## src/rtl/noc_bfm_types_pkg.sv

```systemverilog
// Shared NoC BFM flit types plus the field offsets and arbiter FSM encoding
// used by the flit arbiter.
package noc_bfm_types_pkg;

    localparam int NOC_FLIT_DATA_W = 16;

    typedef enum logic {
        FLIT_PAYLOAD = 1'b0,
        FLIT_HEAD    = 1'b1
    } noc_bfm_flit_type;

    typedef struct packed {
        noc_bfm_flit_type        flit_type;
        logic                    tail;
        logic [NOC_FLIT_DATA_W-1:0] data;
    } noc_bfm_flit;

    localparam int NOC_FLIT_W        = $bits(noc_bfm_flit);
    localparam int NOC_FLIT_TYPE_BIT = NOC_FLIT_W - 1;
    localparam int NOC_FLIT_TAIL_BIT = NOC_FLIT_W - 2;

    // Tail sits just below the type MSB whatever the flit width is.
    function automatic int noc_flit_tail_bit(input int flit_w);
        return flit_w - 2;
    endfunction

    typedef enum logic {
        ARB_IDLE = 1'b0,
        ARB_BUSY = 1'b1
    } arb_state_t;

endpackage

```

## src/rtl/noc_flit_arbiter_if.sv

```systemverilog
// Flit channel bundle between CHANNELS requesters and one shared output;
// signal directions are named from the arbiter's point of view.
interface noc_flit_arbiter_if
    import noc_bfm_types_pkg::*;
#(
    parameter int CHANNELS   = 4,
    parameter int FLIT_WIDTH = $bits(noc_bfm_flit)
);
    logic [CHANNELS-1:0]            i_valid;
    logic [CHANNELS-1:0]            o_ready;
    logic [CHANNELS*FLIT_WIDTH-1:0] i_flit;
    logic                           o_valid;
    logic                           i_ready;
    logic [FLIT_WIDTH-1:0]          o_flit;
    logic [CHANNELS-1:0]            o_grant;

    modport slave (
        input  i_valid, i_flit, i_ready,
        output o_ready, o_valid, o_flit, o_grant
    );

    modport master (
        output i_valid, i_flit, i_ready,
        input  o_ready, o_valid, o_flit, o_grant
    );
endinterface

```

## src/rtl/noc_round_robin_selector.sv

```systemverilog
// Combinational rotating-priority search: first asserted request at or
// after i_ptr, wrapping at N. Shared with the router VC allocator.
module noc_round_robin_selector #(
    parameter  int N    = 4,
    localparam int IDXW = (N > 1) ? $clog2(N) : 1
) (
    input  logic [N-1:0]    i_req,
    input  logic [IDXW-1:0] i_ptr,
    output logic [N-1:0]    o_onehot,
    output logic [IDXW-1:0] o_idx,
    output logic            o_found
);

    always_comb begin
        o_onehot = '0;
        o_idx    = '0;
        o_found  = 1'b0;
        // Outer loop walks priority order; the pair of compares handles wrap.
        for (int off = 0; off < N; off++) begin
            for (int j = 0; j < N; j++) begin
                if (!o_found && i_req[j] &&
                    ((int'(i_ptr) + off == j) || (int'(i_ptr) + off == j + N))) begin
                    o_found     = 1'b1;
                    o_idx       = IDXW'(j);
                    o_onehot[j] = 1'b1;
                end
            end
        end
    end

endmodule

```

## src/rtl/noc_flit_arbiter.sv

```systemverilog
// Packet-atomic round-robin arbiter: picks one requester per packet and
// forwards it through a zero-latency mux until its tail flit is accepted.
module noc_flit_arbiter
    import noc_bfm_types_pkg::*;
#(
    parameter int CHANNELS   = 4,
    parameter int FLIT_WIDTH = $bits(noc_bfm_flit)
) (
    input logic               clk,
    input logic               rst,
    noc_flit_arbiter_if.slave bus
);

    localparam int IDXW     = (CHANNELS > 1) ? $clog2(CHANNELS) : 1;
    localparam int TAIL_BIT = noc_flit_tail_bit(FLIT_WIDTH);

    arb_state_t            r_state, w_state_d;
    logic [IDXW-1:0]       r_ptr, w_ptr_d;
    logic [IDXW-1:0]       r_grant, w_grant_d;

    logic [CHANNELS-1:0]   w_sel_onehot;
    logic [IDXW-1:0]       w_sel_idx;
    logic                  w_sel_found;

    logic [IDXW-1:0]       w_src;
    logic [IDXW-1:0]       w_src_inc;
    logic [FLIT_WIDTH-1:0] w_src_flit;
    logic                  w_src_valid;
    logic                  w_active;
    logic                  w_xfer;
    logic                  w_tail_xfer;

    noc_round_robin_selector #(.N(CHANNELS)) u_sel (
        .i_req    (bus.i_valid),
        .i_ptr    (r_ptr),
        .o_onehot (w_sel_onehot),
        .o_idx    (w_sel_idx),
        .o_found  (w_sel_found)
    );

    // Source mux: live search result while idle, frozen grant while busy.
    always_comb begin
        w_src       = (r_state == ARB_IDLE) ? w_sel_idx : r_grant;
        w_active    = (r_state == ARB_BUSY) || w_sel_found;
        w_src_valid = 1'b0;
        w_src_flit  = '0;
        for (int k = 0; k < CHANNELS; k++) begin
            if (int'(w_src) == k) begin
                w_src_valid = bus.i_valid[k];
                w_src_flit  = bus.i_flit[k*FLIT_WIDTH +: FLIT_WIDTH];
            end
        end
        w_xfer      = w_active && w_src_valid && bus.i_ready;
        w_tail_xfer = w_xfer && w_src_flit[TAIL_BIT];
        w_src_inc   = (int'(w_src) == CHANNELS - 1) ? '0 : w_src + 1'b1;
    end

    always_comb begin
        bus.o_valid = w_active && w_src_valid;
        bus.o_flit  = w_active ? w_src_flit : '0;
        bus.o_grant = '0;
        bus.o_ready = '0;
        if (r_state == ARB_IDLE) begin
            bus.o_grant = w_sel_onehot;
        end
        for (int k = 0; k < CHANNELS; k++) begin
            if (w_active && int'(w_src) == k) begin
                bus.o_grant[k] = 1'b1;
                bus.o_ready[k] = bus.i_ready;
            end
        end
    end

    always_comb begin
        w_state_d = r_state;
        w_ptr_d   = r_ptr;
        w_grant_d = r_grant;
        case (r_state)
            ARB_IDLE: begin
                if (w_sel_found) begin
                    // A stalled or multi-flit offer freezes the choice.
                    if (w_tail_xfer) begin
                        w_ptr_d = w_src_inc;
                    end else begin
                        w_state_d = ARB_BUSY;
                        w_grant_d = w_src;
                    end
                end
            end
            ARB_BUSY: begin
                if (w_tail_xfer) begin
                    w_state_d = ARB_IDLE;
                    w_ptr_d   = w_src_inc;
                end
            end
            default: w_state_d = ARB_IDLE;
        endcase
    end

    always_ff @(posedge clk) begin
        if (rst) begin
            r_state <= ARB_IDLE;
            r_ptr   <= '0;
            r_grant <= '0;
        end else begin
            r_state <= w_state_d;
            r_ptr   <= w_ptr_d;
            r_grant <= w_grant_d;
        end
    end

endmodule

```

## src/flat_wrapper.sv

```systemverilog
// flat-port wrapper written by rule: the top's interface ports become plain ports
module noc_flit_arbiter_flat import noc_bfm_types_pkg::*;
#(
    parameter int CHANNELS   = 4,
    parameter int FLIT_WIDTH = $bits(noc_bfm_flit)
)
  (clk, rst, bus_i_valid, bus_i_flit, bus_i_ready, bus_o_ready, bus_o_valid, bus_o_flit, bus_o_grant);
  noc_flit_arbiter_if #(.CHANNELS(CHANNELS), .FLIT_WIDTH(FLIT_WIDTH)) bus_i ();
  input logic clk;
  input logic rst;
  input wire logic [$bits(bus_i.i_valid)-1:0] bus_i_valid;
  input wire logic [$bits(bus_i.i_flit)-1:0] bus_i_flit;
  input wire logic [$bits(bus_i.i_ready)-1:0] bus_i_ready;
  output wire logic [$bits(bus_i.o_ready)-1:0] bus_o_ready;
  output wire logic [$bits(bus_i.o_valid)-1:0] bus_o_valid;
  output wire logic [$bits(bus_i.o_flit)-1:0] bus_o_flit;
  output wire logic [$bits(bus_i.o_grant)-1:0] bus_o_grant;
  assign bus_i.i_valid = bus_i_valid;
  assign bus_i.i_flit = bus_i_flit;
  assign bus_i.i_ready = bus_i_ready;
  assign bus_o_ready = bus_i.o_ready;
  assign bus_o_valid = bus_i.o_valid;
  assign bus_o_flit = bus_i.o_flit;
  assign bus_o_grant = bus_i.o_grant;
  noc_flit_arbiter #(.CHANNELS(CHANNELS), .FLIT_WIDTH(FLIT_WIDTH)) u_core (.clk(clk), .rst(rst), .bus(bus_i));
endmodule
```

## config.mk

```make
export PLATFORM = sky130hd
export DESIGN_NAME = noc_flit_arbiter_flat
export DESIGN_NICKNAME = d
export VERILOG_FILES = /design/src/rtl/noc_bfm_types_pkg.sv /design/src/rtl/noc_flit_arbiter_if.sv /design/src/rtl/noc_round_robin_selector.sv /design/src/rtl/noc_flit_arbiter.sv /design/src/flat_wrapper.sv
export SDC_FILE = /design/constraint.sdc
export NUM_CORES = 1
export LEC_CHECK = 0
export ABC_AREA = 1
export BUFFER_PORTS_ARGS = -buffer_cell sky130_fd_sc_hd__buf_2
export CAP_MARGIN = 20
export CORE_MARGIN = 10
export CORE_UTILIZATION = 30
export CTS_CLUSTER_SIZE = 28
export DETAILED_ROUTE_END_ITERATION = 10
export HOLD_SLACK_MARGIN = 0.08
export PLACE_DENSITY_LB_ADDON = 0.1
export SLEW_MARGIN = 10
export SYNTH_ARGS = -nofsm -noshare
export SYNTH_HDL_FRONTEND = slang
export SYNTH_SLANG_ARGS = --single-unit
```

## constraint.sdc

```tcl
create_clock -name clk -period 4.08 [get_ports clk]
set_input_delay 0.204 -clock clk [delete_from_list [all_inputs] [get_ports clk]]
set_output_delay 0.204 -clock clk [all_outputs]
set_load 0.005 [all_outputs]
```

==> metrics, run 1 <==
Total Die Area 7660 µm²; fin. max-slew vios 0; via count of the first global-routing pass roughly 2k; global-route wire length before repair between 9000 and 10000 µm; cells taking the most area after synthesis nand2_1, a21oi_1, nor2_1; relative slew slack 0.610; # IOs roughly 110; CTS tree built; number of nets with antenna violations after detailed routing 0; Routability Congestion around 0.92; worst-path cell with the longest stage delay dfxtp_1; post-layout min period approximately 3.6 ns; Net Count, Synth 340; maximum number of pins on one net before global-route repair 26; worst-skew pair later-pin latency around 0.22 ns; Pleak 0.00108 µW; Placement Rows 24; Synth area leader nand2_1; height of the die roughly 88 µm; critical path start-end classification reg2out; max incr delay on CP 0.39 ns; count of buffers added by post-CTS timing repair for setup 0; DR pass1 iterations 4; maximum fanout along the worst path 24; total chip power 1710 µW; MaxCap Viol Count 0; Post-CTS Resized 0; maximum VDD drop approximately 0.00033 V; cell area after synthesis roughly 1400 µm²; maximum operating frequency 279 MHz; diode count 0; Setup-failing EPs final 0; Core Area 4380 µm²; fin worst setup slack 0.497 ns; Vias between 2k and 2.5k; Remaining DRCs 0; highest metal layer with signal wires met4; sum of met3 wire segment lengths after detailed routing about 480 µm; count of state elements after synthesis 5; share of layout cells above drive strength 1 0.357; Worst Path Arrival 3.38 ns; share of the synthesized area in the top cell type 0.156; endpoint class of the critical path output pin; Mean Syn Cell Area ~5.3 µm²; critical path data required time between 3 and 4 ns; post-route worst hold slack roughly 0.18 ns; cells traversed along the worst timing path inv_2, nand3_1, nand3_2, nor2_2, nand4_2, nor2_2, nand4_4, nor3_4, nand4_1, nand3_1, nand2_1, inv_1, ha_1, buf_4, inv_1, o211ai_1, a21oi_1, buf_2; net total in the final layout 440; total detailed-routing wirelength approximately 6100 µm; CTS clock-pin slew for the worst setup and hold paths 0.04 ns; initial core utilization 0.312; drt first-iter violations approximately 120; WL per Instance around 15 µm; count of fill cells added during filler insertion between 400 and 500; type of the worst min-delay path in2reg; setup repair after global routing missed its margin no; Area growth syn-to-layout 44.6%; Metal-1 WL roughly 2600 µm; dpl hpwl about 5000 µm; number of buffers between clock root and the deepest sink 2; clock skew after layout between 0.0015 and 0.002 ns; total number of H-tree levels 1; count of final hold-check violations 0; unique cell type count in the Yosys netlist 31; vias per inst 5.05; cts-stage hold buffer count 0; run status finished, final reports clean; worst setup timing slack at the placement stage 0.507 ns; total global-route track usage 0.148; count of warnings emitted by yosys 0; post-route clock period utilization 0.878; sequential area share after synthesis 0.0732; number of antenna violations at the first check in global routing 0; Buffers on Ports approximately 110; Routed met2 length about 2900 µm; Root Buffer clkbuf_8; die span in x 87.5 µm; actual transition at the worst max-transition pin about 0.58 ns; Setup crit start kind register; clock buffers created by TritonCTS 3; Total Neg Setup Slack 0 ns; Syn Inst Count 257; overflow left after global routing 0; Power per Cell Area approximately 870 nW/µm²; Sink Count 5
==> layer usage <==
metal	global-route usage	up-vias
met2	0.247	81
met3	0.0412	6
li1	-	1077
met1	0.178	897
met4	0.0478	0
met5	0	-
==> worst paths after layout <==
path / from / to / slack [ns] / depth (start not counted)
worst max-delay path: u_core.r_ptr[0]$_SDFFE_PP0P_ / bus_o_flit[12] / 0.50 / 18
worst min-delay path: rst / u_core.r_state$_SDFF_PP0_ / 0.18 / 2
worst max register to register: u_core.r_ptr[0]$_SDFFE_PP0P_ / u_core.r_grant[0]$_SDFFE_PP0P_ / 0.51 / 23
worst min register to register: u_core.r_grant[0]$_SDFFE_PP0P_ / u_core.r_grant[0]$_SDFFE_PP0P_ / 0.48 / 2
==> kinds of logic after synthesis <==
family,synth area share
AND/OR/NAND/NOR,0.453
AO/OA/AOI/OAI,0.311
buffers and inverters,0.126
flip-flops,0.0732
adder cells (fa/ha/maj),0.0366
==> registers in the layout, summed over array words and instances (netlist names) <==
signal	cells
u_core.r_grant	2
u_core.r_ptr	2
u_core.r_state	1
==> power by group <==
part / leakage [µW] / internal, µW / total [µW] / switching, µW
Clock: 0.0000228 / 67.0 / 90.0 / 23.0
Sequential: 0.0000413 / 68.9 / 89.0 / 20.2
Combinational: 0.00102 / 638 / 1540 / 897
Total: 0.00108 / 774 / 1710 / 940
==> cells in the mapped netlist (all sizes together) <==
library cell and instances:
nor3 9, inv 26, nor2 32, o21ai 13, a31oi 1, dfxtp 5
ha 4, nand4 9, clkbuf 13, o31ai 5, or2 1, buf 3
nand3 22, clkinv 1, o2111ai 1, o311ai 1, a21oi 39, nand2 58
o22ai 1, o211ai 13
==> through the flow <==
stage | cells | util | instance area (µm²)
CTS | 408 | 0.451 | 1980
detailed placement | 404 | 0.441 | 1930
global route | 408 | 0.451 | 1980
finish | 408 | 0.451 | 1980
floorplan | 257 | - | 1370
global placement | 404 | 0.441 | 1930
==> cell type report <==
cell class                      count  area, µm²  area share
Sequential cell                     5        100      0.0506
Tap cell                           52       65.1      0.0329
Clock buffer                        4       45.0      0.0228
Inverter                           27        101      0.0513
Multi-Input combinational cell    209       1090       0.554
Timing Repair Buffer              111        571       0.289
==> cells in the final DEF (no fill, tap or decap), types with 5 or more instances in the layout <==
| cell type | count |
|---|---|
| nor3_1 | 8 |
| o211ai_1 | 13 |
| nand3_1 | 20 |
| o31ai_1 | 5 |
| nand2_1 | 57 |
| buf_4 | 6 |
| nor2_1 | 29 |
| dfxtp_1 | 5 |
| nand4_1 | 6 |
| buf_2 | 105 |
| a21oi_1 | 39 |
| inv_1 | 24 |
| o21ai_0 | 12 |
==> critical path, delay by kind of cell (launching register included) <==
kind,cells,cell delay [ns]
simple gates,10,1.32
buf+inv,5,0.90
flops,1,0.39
compound gates,2,0.36
fa+ha+maj,1,0.19
(Power assumes the default switching activity.)
==> inputs of run 2 (changes only) <==
Settings changed: CORE_MARGIN 10 to unset, GPL_ROUTABILITY_DRIVEN set to 0.
==> run 2 against run 1 <==
  * Die area fell by 37%
  * Core utilization grew 0.48 points
  * Register-to-register slack gained 0.13 ns
  * First-iteration DRC count down 21%
  * Critical path type unchanged
  * Largest power group unchanged
==> metrics, run 2 (same netlist as run 1, synthesis figures left out) <==
most used cells in the layout excluding fill and tap cells buf_2, nand2_1, a21oi_1, nor2_1, inv_1; run status finished, final reports clean; Hold Path Stages 2 (unchanged); Total Die Area 4830 µm² (-37%); post-layout min period 3.55 ns (-0.0360 ns); largest registers u_core.r_grant (2), u_core.r_ptr (2), u_core.r_state (1); grt met3 use 0.0465 (+0.00531); slack of the worst reg-to-reg path 0.64 ns (+0.13 ns); met2 track demand over resource 0.371 (+0.124); number of antenna violations at the first check in global routing 0 (unchanged); total chip power 1700 µW (-0.93%); vias per inst 5.08 (+0.48%); Pleak 0.00109 µW (+0.48%); Sink Count 5 (unchanged); global-route wire length before repair 8720 µm (-8.0%); endpoint class of the critical path output pin; Post-CTS Resized 0 (unchanged); Vias 2076 (+0.73%); maximum number of pins on one net before global-route repair 26 (unchanged); total number of H-tree levels 1 (unchanged); worst setup timing slack at the placement stage 0.642 ns (+0.135 ns); Core Area 4350 µm² (-0.68%); Hold EP u_core.r_state$_SDFF_PP0_; total detailed-routing wirelength 5070 µm (-17%); diode count 0 (unchanged); worst-skew pair later-pin latency 0.22 ns (about the same); worst-path cell with the longest stage delay dfxtp_1; die span in x 69.5 µm (-21%); Setup-failing EPs final 0 (unchanged); max incr delay on CP 0.39 ns (about the same); utilization after layout 0.456 (+0.00483); cts-stage hold buffer count 0 (unchanged); count of final hold-check violations 0 (unchanged); Worst Path Arrival 3.34 ns (-0.04 ns); drt first-iter violations 93 (-21%); post-route clock period utilization 0.869 (-0.00883); relative slew slack 0.638 (+0.0282); critical path data required time 3.88 ns (about the same); FF-to-FF Start u_core.r_ptr[0]$_SDFFE_PP0P_; initial core utilization 0.314 (+0.00215); Setup crit start kind register; Placement Rows 24 (unchanged); fin. max-slew vios 0 (unchanged); Remaining DRCs 0 (unchanged); height of the die 69.5 µm (-21%); maximum fanout along the worst path 15 (-38%); number of buffers between clock root and the deepest sink 2 (unchanged); actual transition at the worst max-transition pin 0.542 ns (-0.0423 ns); cells traversed along the worst timing path nand2_1, nor2_1, inv_1, nand4_1, nor2_1, nor3_1, nand2_1, nor3_1, nand3_1, nand2_1, inv_1, ha_1, buf_4, inv_1, o211ai_1, a21oi_1, buf_2; via count of the first global-routing pass 2063 (+0.83%); met1 capacity usage during global routing 0.264 (+0.0860); dpl hpwl 4120 µm (-18%); overflow left after global routing 0 (unchanged); clock skew after layout 0.00163 ns (-0.000216 ns); # IOs 106 (unchanged); MaxCap Viol Count 0 (unchanged); critical path start-end classification reg2out; type of the worst min-delay path in2reg; source of the worst hold timing path rst; number of nets with antenna violations after detailed routing 0 (unchanged); DR pass1 iterations 4 (unchanged); Root Buffer clkbuf_8; fin worst setup slack 0.533 ns (+0.0360 ns); clock buffers created by TritonCTS 3 (unchanged); worst r2r path cells 23 (unchanged); Buffers on Ports 105 (unchanged); most frequent standard cell in the layout excluding fill and tap cells buf_2; maximum operating frequency 282 MHz (+1.0%); setup repair after global routing missed its margin no; total global-route track usage 0.215 (+0.0670); WL per Instance 12.4 µm (-17%); Area growth syn-to-layout 45.1%; busiest layer in global routing met2; CTS clock-pin slew for the worst setup and hold paths 0.03 ns (about the same); reg2reg end u_core.r_grant[0]$_SDFFE_PP0P_; post-route worst hold slack 0.195 ns (+0.0107 ns); net total in the final layout 441 (+0.23%); share of layout cells above drive strength 1 0.359 (+0.00180); CTS tree built; Total Neg Setup Slack 0 ns (unchanged); count of buffers added by post-CTS timing repair for setup 0 (unchanged); Power per Cell Area 856 nW/µm² (-1.3%); maximum VDD drop 0.000305 V (-8.0%)
run 2: per-layer routing:
layer,up-vias,part of all wire
met4,0,0.021
met5,-,0
met1,901,0.44
met2,80,0.47
met3,11,0.067
li1,1084,-
run 2: layout make-up:
type / instances / area (µm²)
clock buffer: 4 / 45.0
multi-input combinational: 209 / 1090
tap: 52 / 65.1
timing repair buffer: 112 / 578
sequential: 5 / 100
inverter: 27 / 101
fill: 468 / 2370
run 2: power by group:
| group | switching, µW | total, µW | internal (µW) |
|---|---|---|---|
| logic | 871 | 1520 | 646 |
| registers | 20.4 | 89.3 | 68.9 |
| clock network | 24.7 | 91.8 | 67.1 |
| total | 916 | 1700 | 782 |
run 2: worst max-delay path by stage:
stage | slack [ns] | startpoint | to
floorplan | 0.84 | u_core.r_ptr[0]$_SDFFE_PP0P_ | bus_o_flit[12]
global placement | 0.70 | u_core.r_ptr[0]$_SDFFE_PP0P_ | u_core.r_ptr[0]$_SDFFE_PP0P_
detailed placement | 0.64 | u_core.r_ptr[0]$_SDFFE_PP0P_ | u_core.r_grant[0]$_SDFFE_PP0P_
CTS | 0.55 | u_core.r_ptr[1]$_SDFFE_PP0P_ | bus_o_flit[9]
global route | 0.12 | u_core.r_ptr[0]$_SDFFE_PP0P_ | u_core.r_grant[0]$_SDFFE_PP0P_
finish | 0.53 | u_core.r_ptr[1]$_SDFFE_PP0P_ | bus_o_flit[15]
run 2: stage by stage:
step | cells | area, µm²
detailed placement | 405 | 1940
global route | 409 | 1980
CTS | 409 | 1980
global placement | 405 | 1940
finish | 409 | 1980
floorplan | 257 | 1370
run 2: worst max-delay path, delay by kind of cell, from the launching register on:
family	cells	cell delay, ns
flip-flops	1	0.39
buffers and inverters	5	0.90
adder cells (fa/ha/maj)	1	0.24
AND/OR/NAND/NOR	9	1.27
AO/OA/AOI/OAI	2	0.32
==> inputs of run 3 (changes only) <==
Settings changed: CORE_MARGIN set to 3, RECOVER_POWER set to 25.
==> run 3 against run 2 <==
  * Global-route usage shrank 2.1 points
  * Non-clock buffer count shrank 1
  * Fmax shrank 2.0%
  * Design area shrank 0.95%
  * Register-to-register slack lost 0.10 ns
  * Count of clock-buffer cells in the layout is the same
  * Routed wire length grew 7.7%
  * Critical path depth is the same
  * Worst hold slack lost 0.0075 ns
  * Sequential power grew 0.8%
  * Largest power group unchanged
  * Highest routed layer unchanged
==> metrics, run 3 (same netlist as run 1, synthesis figures left out) <==
run status finished, final reports clean; Total Die Area 5400 µm² (+12%); type of the worst min-delay path in2reg; power share of the combinational group 0.894 (about the same); worst-path cell with the longest stage delay ha_1; die span in x 73.5 µm (+5.8%); initial core utilization 0.325 (+0.0114); relative slew slack 0.598 (-0.0399); sequential power share 0.053 (about the same); total global-route track usage 0.194 (-0.0214); Power per Cell Area 864 nW/µm² (+0.97%); endpoint class of the critical path output pin; number of antenna violations at the first check in global routing 0 (unchanged); Vias 2052 (-1.2%); overflow left after global routing 0 (unchanged); Area growth syn-to-layout 43.7%; post-route clock period utilization 0.887 (+0.0181); Clock power frac 0.053 (about the same); Placement Rows 23 (-4.2%); # IOs 106 (unchanged); Total Neg Setup Slack 0 ns (unchanged); switching portion of total power 0.545 (+0.00600); via count of the first global-routing pass 1892 (-8.3%); cells traversed along the worst timing path inv_2, nand3_1, nand3_2, nor2_2, nand4_1, nor2_2, nand4_4, nor3_4, nand4_1, nand3_1, nand2_1, inv_1, ha_1, inv_1, o211ai_1, a21oi_1, buf_2; Setup-failing EPs final 0 (unchanged); share of layout cells above drive strength 1 0.348 (-0.0102); setup repair after global routing missed its margin no; number of buffers between clock root and the deepest sink 2 (unchanged); height of the die 73.5 µm (+5.8%); cell class contributing the biggest share of worst-path delay simple AND/OR/NAND/NOR gates; maximum VDD drop 0.000382 V (+25%); total number of H-tree levels 1 (unchanged); most used cells in the layout excluding fill and tap cells buf_2, nand2_1, a21oi_1, nor2_1, inv_1; worst-skew pair later-pin latency 0.22 ns (about the same); WL per Instance 13.4 µm (+8.5%); clock skew after layout 0.00212 ns (+0.000494 ns); count of final hold-check violations 0 (unchanged); global-route wire length before repair 8590 µm (-1.5%); actual transition at the worst max-transition pin 0.601 ns (+0.0597 ns); cts-stage hold buffer count 0 (unchanged); clock buffers created by TritonCTS 3 (unchanged); net total in the final layout 440 (-0.23%); total detailed-routing wirelength 5460 µm (+7.7%); Post-CTS Resized 0 (unchanged); Root Buffer clkbuf_8; drt first-iter violations 97 (+4.3%); Sink Count 5 (unchanged); Pleak 0.00108 µW (-1.2%); dpl hpwl 4330 µm (+5.2%); Final Instance Area 1970 µm² (-0.95%); area after detailed placement 1930 µm² (-0.52%); count of buffers added by post-CTS timing repair for setup 0 (unchanged); maximum number of pins on one net before global-route repair 26 (unchanged); Switch Pwr 926 µW (+1.1%); most frequent standard cell in the layout excluding fill and tap cells buf_2; Worst Path Arrival 3.42 ns (+0.08 ns); maximum operating frequency 276 MHz (-2.0%); maximum fanout along the worst path 15 (unchanged); count of fill cells added during filler insertion 467 (-0.21%); Core Area 4200 µm² (-3.5%); post-layout min period 3.62 ns (+0.0737 ns); Remaining DRCs 0 (unchanged); vias per inst 5.05 (-0.43%); largest registers u_core.r_grant (2), u_core.r_ptr (2), u_core.r_state (1); max incr delay on CP 0.39 ns (about the same); MaxCap Viol Count 0 (unchanged); critical path data required time 3.88 ns (about the same); fin. max-slew vios 0 (unchanged); critical path start-end classification reg2out; diode count 0 (unchanged); number of nets with antenna violations after detailed routing 0 (unchanged); internal portion of total power 772 µW (-1.3%); DR pass1 iterations 4 (unchanged); CTS clock-pin slew for the worst setup and hold paths 0.03 ns (about the same); Setup crit start kind register; CTS tree built; number of buffers and inverters on the critical path 4 (-1); Buffers on Ports 105 (unchanged)
==> run 3: cell types whose count changed in the layout (fill, tap and decap cells not counted) <==
| cell | delta |
|---|---|
| nand4_1 | +1 |
| buf_2 | -2 |
| nand4_2 | -1 |
| clkbuf_1 | +2 |
| buf_4 | -1 |
==> run 3: power by group through the flow <==
stage / registers [µW] / clock network [µW] / logic [µW]
floorplan: 80.6 / 0 / 1000
global placement: 90.3 / 0 / 1530
detailed placement: 90.1 / 0 / 1530
CTS: 89.3 / 92.5 / 1540
global route: 93.2 / 94.3 / 1730
finish: 90.0 / 90.8 / 1520
==> run 3: worst register-to-register path: stages, from the launching register on <==
cell and delay, ns:
dfxtp_1 0.38, inv_2 0.08, nand3_1 0.15, nand3_2 0.11, nor2_2 0.11, nand4_1 0.15
nor2_2 0.19, nand4_4 0.11, nor3_4 0.17, nand4_1 0.16, nand3_1 0.11, nand2_1 0.12
ha_1 0.24, inv_1 0.12, buf_4 0.25, nor2_1 0.07, o31ai_1 0.21, o21ai_0 0.17
nor2_1 0.20, nor2_1 0.06, nand2_1 0.10, inv_2 0.05, nor2_1 0.09, nor2_1 0.05
==> run 3: cell type report <==
cell class	count	area (µm²)	share of cell area
clock buffer	4	45.0	0.0229
inverter	27	101	0.0516
multi-input combinational	209	1090	0.554
sequential	5	100	0.0509
tap	50	62.6	0.0318
timing repair buffer	111	568	0.289
==> run 3: per-layer routing <==
| metal | GRT usage | wire length [µm] |
|---|---|---|
| met1 | 0.259 | 2360 |
| met2 | 0.334 | 2680 |
| met3 | 0.0301 | 374 |
| met4 | 0.0262 | 41 |
| met5 | 0 | 0 |
==> run 3: metrics by stage <==
stage | setup slack (ns) | power (µW) | hold slack, ns | cells | utilization
after floorplan | 0.839 | 1080 | 0.283 | 257 | -
after global placement | 0.544 | 1620 | 0.417 | 402 | 0.459
after CTS | 0.474 | 1720 | 0.185 | 406 | 0.470
after global routing | 0.0472 | 1920 | 0.210 | 406 | 0.468
after detailed placement | 0.561 | 1620 | 0.418 | 402 | 0.459
final | 0.459 | 1700 | 0.187 | 406 | 0.468
==> run 3: path summary, 6_finish.rpt <==
path                                                       end  slack (ns)                           start  depth (start not counted)
worst max-delay path                            bus_o_flit[12]        0.46    u_core.r_ptr[0]$_SDFFE_PP0P_                         17
worst min-delay path                 u_core.r_state$_SDFF_PP0_        0.19                             rst                          2
worst min register to register  u_core.r_grant[0]$_SDFFE_PP0P_        0.49  u_core.r_grant[0]$_SDFFE_PP0P_                          2
worst max register to register  u_core.r_grant[0]$_SDFFE_PP0P_        0.54    u_core.r_ptr[0]$_SDFFE_PP0P_                         23
